<file path="config.mk">
export PLATFORM = sky130hd
export DESIGN_NAME = shift_add_mult
export DESIGN_NICKNAME = d
export VERILOG_FILES = /design/src/rtl/mult_pkg.sv /design/src/rtl/mult_add_stage.sv /design/src/rtl/shift_add_mult.sv
export SDC_FILE = /design/constraint.sdc
export NUM_CORES = 1
export LEC_CHECK = 0
export ABC_AREA = 1
export CAP_MARGIN = 30
export CORE_MARGIN = 1
export CORE_UTILIZATION = 56
export DETAILED_ROUTE_END_ITERATION = 10
export PLACE_DENSITY = 0.83
export SYNTH_ARGS = -nofsm -noshare
export SYNTH_HDL_FRONTEND = slang
export SYNTH_SLANG_ARGS = --single-unit
</file>
<file path="constraint.sdc">
create_clock -name clk -period 5.4 [get_ports clk]
set_input_delay 1.62 -clock clk [delete_from_list [all_inputs] [get_ports clk]]
set_output_delay 1.62 -clock clk [all_outputs]
set_load 0.1 [all_outputs]
</file>
<file path="src/rtl/mult_pkg.sv">
// rtl/mult_pkg.sv - shared state encoding and default width for the shift-add multiplier
package mult_pkg;
  localparam int         MULT_N = 6;
  localparam logic [1:0] S_IDLE = 2'd0;
  localparam logic [1:0] S_RUN  = 2'd1;
  localparam logic [1:0] S_DONE = 2'd2;
endpackage

</file>
<file path="src/rtl/mult_add_stage.sv">
// rtl/mult_add_stage.sv - N-bit ripple-carry add of ACC and the gated multiplicand
// Returns {Cout,Sum}; the carry-out becomes the next ACC MSB in the multiplier.
module mult_add_stage
  import mult_pkg::*;
#(
  parameter int N = MULT_N
) (
  input  logic [N-1:0] i_a,
  input  logic [N-1:0] i_b,
  input  logic         i_cin,
  output logic [N:0]   o_sum
);

  logic [N:0]   w_c;
  logic [N-1:0] w_s;

  assign w_c[0] = i_cin;

  for (genvar i = 0; i < N; i++) begin : g_fa
    assign w_s[i]   = i_a[i] ^ i_b[i] ^ w_c[i];
    assign w_c[i+1] = (i_a[i] & i_b[i]) | (w_c[i] & (i_a[i] ^ i_b[i]));
  end

  assign o_sum = {w_c[N], w_s};

endmodule

</file>
<file path="src/rtl/shift_add_mult.sv">
// rtl/shift_add_mult.sv - iterative unsigned shift-and-add multiplier, one add per clock
// Optional MULT_ZERO_SKIP_EN: zero operands bypass RUN and finish one cycle after accept.
module shift_add_mult
  import mult_pkg::*;
#(
  parameter int N  = MULT_N,
  parameter int CW = 3
) (
  input  logic           clk,
  input  logic           rst,
  input  logic           start,
  input  logic [N-1:0]   a,
  input  logic [N-1:0]   b,
  output logic           busy,
  output logic           done,
  output logic [2*N-1:0] product
);

  logic [1:0]     r_state;
  logic [1:0]     w_next;
  logic [N-1:0]   r_m;
  logic [N-1:0]   r_acc;
  logic [N-1:0]   r_q;
  logic [CW-1:0]  r_count;
  logic [2*N-1:0] r_product;
  logic [N-1:0]   w_addend;
  logic [N:0]     w_add;
  logic [2*N-1:0] w_shifted;
  logic           w_last;
  logic           w_zero;

  assign w_addend  = r_q[0] ? r_m : '0;
  // {Cout,Sum,Q} >> 1 keeps Cout as the new ACC MSB and drops Q[0].
  assign w_shifted = {w_add, r_q[N-1:1]};
  assign w_last    = (r_count == CW'(N - 1));

`ifdef MULT_ZERO_SKIP_EN
  assign w_zero = (a == '0) || (b == '0);
`else
  assign w_zero = 1'b0;
`endif

  mult_add_stage #(.N(N)) u_add (
    .i_a   (r_acc),
    .i_b   (w_addend),
    .i_cin (1'b0),
    .o_sum (w_add)
  );

  always_ff @(posedge clk or posedge rst) begin
    if (rst) r_state <= S_IDLE;
    else     r_state <= w_next;
  end

  always_comb begin
    w_next = r_state;
    case (r_state)
      S_IDLE:  if (start) w_next = w_zero ? S_DONE : S_RUN;
      S_RUN:   if (w_last) w_next = S_DONE;
      S_DONE:  w_next = S_IDLE;
      default: w_next = S_IDLE;
    endcase
  end

  always_comb begin
    busy = 1'b0;
    done = 1'b0;
    case (r_state)
      S_RUN:   busy = 1'b1;
      S_DONE:  begin busy = 1'b1; done = 1'b1; end
      default: ;
    endcase
  end

  always_ff @(posedge clk or posedge rst) begin
    if (rst) begin
      r_m       <= '0;
      r_acc     <= '0;
      r_q       <= '0;
      r_count   <= '0;
      r_product <= '0;
    end else begin
      case (r_state)
        S_IDLE: if (start) begin
          r_m     <= a;
          r_q     <= b;
          r_acc   <= '0;
          r_count <= '0;
          if (w_zero) r_product <= '0;
        end
        S_RUN: begin
          {r_acc, r_q} <= w_shifted;
          r_count      <= r_count + CW'(1);
          if (w_last) r_product <= w_shifted;
        end
        default: ;
      endcase
    end
  end

  assign product = r_product;

endmodule

</file>
==> results.sh <==
export IMPL_min_period_ps=3800
export IMPL_io_buffers=28
export IMPL_grt_max_degree=36
export IMPL_start_util=0.614
export IMPL_final_hold_violation_count=0
export IMPL_cts_post_setup_buffers_inserted=0
export IMPL_power_density_nw_per_um2=555
export IMPL_post_route_drc_count=2
export IMPL_setup_viol=0
export IMPL_vias_per_cell=5.26
export IMPL_vdd_ir_drop_max_v=0.000430
export IMPL_syn_inst=190
export IMPL_routedWlPerCell_um=13.2
export IMPL_die_w_um=58.0
export IMPL_syn_mean_instance_area_um2=9.23
export IMPL_dieHeight_um=58.0
export IMPL_holdPathEnd="product[5]"
export IMPL_ys_warn_count=0
export IMPL_crit_type="register to output pin"
export IMPL_io_pins=29
export IMPL_period_share=0.704
export IMPL_grt_pass1_vias=1263
export IMPL_tns_ps=0
export IMPL_synth_area_leaders="dfrtp_1 (50%), nand2_1 (14%), fa_1 (5.7%)"
export IMPL_p_leak_nw=1.02
export IMPL_p_total_w=0.00117
export IMPL_antenna_found_initial=0
export IMPL_reg2reg_from="r_q[0]"
export IMPL_drv_cap=0
export IMPL_rsz0062_at_grt="no"
export IMPL_grt_use_total=0.227
export IMPL_placed_area_um2=2030
export IMPL_violations="DRC"
export IMPL_cts_made_buffers=5
export IMPL_cts_root_buf="clkbuf_4"
export IMPL_num_vias=1320
export IMPL_worstMarginPinSlew_ps=971
export IMPL_hold_buffers=0
export IMPL_nets=246
export IMPL_dr_pass1_iters=7
export IMPL_reg2reg_slack_ps=2250
export IMPL_coreArea_um2=2850
export IMPL_clock_sinks=35
export IMPL_fp_dieArea_um2=3360
export IMPL_yosysTopAreaCell="dfrtp_1"
export IMPL_hold_path_startpoint="product[5]"
export IMPL_drive_gt1_frac=0.141
export IMPL_synth_area_um2=1750
export IMPL_synth_edff_count=0
export IMPL_synthTopCellsByCount="nand2_1 (67), dfrtp_1 (35), inv_1 (20)"
export IMPL_gp_congestion=0.854
export IMPL_clock_skew_final_ps=17.5
export IMPL_status="complete, but fails checks"
export IMPL_path_clk_slew_ps=100
export IMPL_grt_pass1_wl_mm=5.68
export IMPL_ys_seq_area_frac=0.500
export IMPL_end_kind="output pin"
export IMPL_ys_ff_latch=35
export IMPL_cts_tree="built"
export IMPL_min_path_cells=2
export IMPL_synth_cell_types=17
export IMPL_gr_total_overflow=0
export IMPL_antenna_cells=0
export IMPL_relSlewSlack=0.351
export IMPL_synthToLayoutAreaGrowth_pct=19.8
export IMPL_fmax_mhz=263
export IMPL_yosysMostFrequentCell="nand2_1"
export IMPL_critPathMaxFanout=3
export IMPL_reg2reg_to="r_acc[4]"
export IMPL_synthFlopType="dfrtp_1"
export IMPL_cts_path_max_buffers=2
export IMPL_min_path_type="register to register"
export IMPL_cp_required_ps=3780
export IMPL_rows=19
export IMPL_routed_wl_mm=3.31
export IMPL_utilization=0.736
export IMPL_cts_resized=0
export IMPL_worstPathArrival_ps=2180
export IMPL_clock_latency_ps=330
export IMPL_antenna_left=0
export IMPL_critPathLaunchType="register"
export IMPL_drt_iter0_markers=78
export IMPL_design_area_um2=2100
export IMPL_syn_nets=216
export IMPL_final_max_slew_viol_count=0
export IMPL_synthArstFlopShare=1.00
export IMPL_htree_levels=2
export IMPL_ff2ff_path_depth=10
export IMPL_hpwl_mm=2.39
export IMPL_synth_top_area_share=0.500
[sequential cells by signal, summed over array words and instances (netlist names)]
register  flops
product      12
r_q           6
r_m           6
r_count       3
r_acc         6
r_state       2
[worst max-delay path, stage by stage (launching register included)]
cell             delay, ps
dfrtp_1                380
inv_1                   80
ha_1                   270
clkdlybuf4s50_1       1130
[final cells by class]
cell class | count | area (µm²)
Clock inverter | 1 | 30.0
Sequential cell | 35 | 876
Clock buffer | 6 | 41.3
Fill cell | 211 | 753
Timing Repair Buffer | 29 | 288
Tap cell | 31 | 38.8
Inverter | 22 | 87.6
Multi-Input combinational cell | 127 | 738
[layer usage]
| metal | track usage | wire length, µm | up-vias | part of all wire |
|---|---|---|---|---|
| met5 | 0 | 0 | - | 0 |
| met4 | 0.0714 | 64 | 0 | 0.019 |
| met3 | 0.0714 | 162 | 11 | 0.049 |
| met2 | 0.348 | 1630 | 39 | 0.49 |
| met1 | 0.310 | 1450 | 625 | 0.44 |
| li1 | - | - | 645 | - |
[power by group]
part	switching, W	internal [W]	total [W]
Clock	0.0000815	0.0000955	0.000177
Combinational	0.000421	0.000158	0.000579
Sequential	0.0000590	0.000351	0.000410
[through the flow]
step           hold slack [ps]  instances  setup slack [ps]
2_1_floorplan              449        190              2500
3_3_place_gp               455        244              1990
3_5_place_dp               469        244              1940
4_1_cts                    495        251              1580
5_1_grt                    516        251              1510
6_report                   486        251              1600
[cells in the final DEF (no fill, tap or decap)]
cell,instances
bufinv_16,1
nor2_8,1
clkbuf_1,1
o21ai_1,2
nor2_1,2
clkbuf_4,5
inv_1,20
fa_1,5
ha_1,6
buf_4,1
dfrtp_1,35
nand2_2,10
inv_2,1
clkdlybuf4s50_1,28
o21ai_2,11
nand3_1,11
inv_6,1
o21ai_0,12
nand2_1,67
[logic make-up after synthesis]
family                     Yosys count  synth area share
adders and majority gates           11            0.0999
buffers and inverters               28            0.0792
and+or+nand+nor                     91             0.226
DFF                                 35             0.500
AOI/OAI and AO/OA                   25            0.0949
[how the worst max path moves through the flow]
stage,from,to
2_1_floorplan,r_q[0],r_acc[4]
3_3_place_gp,r_state[0],busy
3_5_place_dp,r_state[1],busy
4_1_cts,r_state[1],busy
5_1_grt,r_state[1],busy
6_report,r_state[1],busy
No activity file was read; power rests on OpenSTA's default activity.
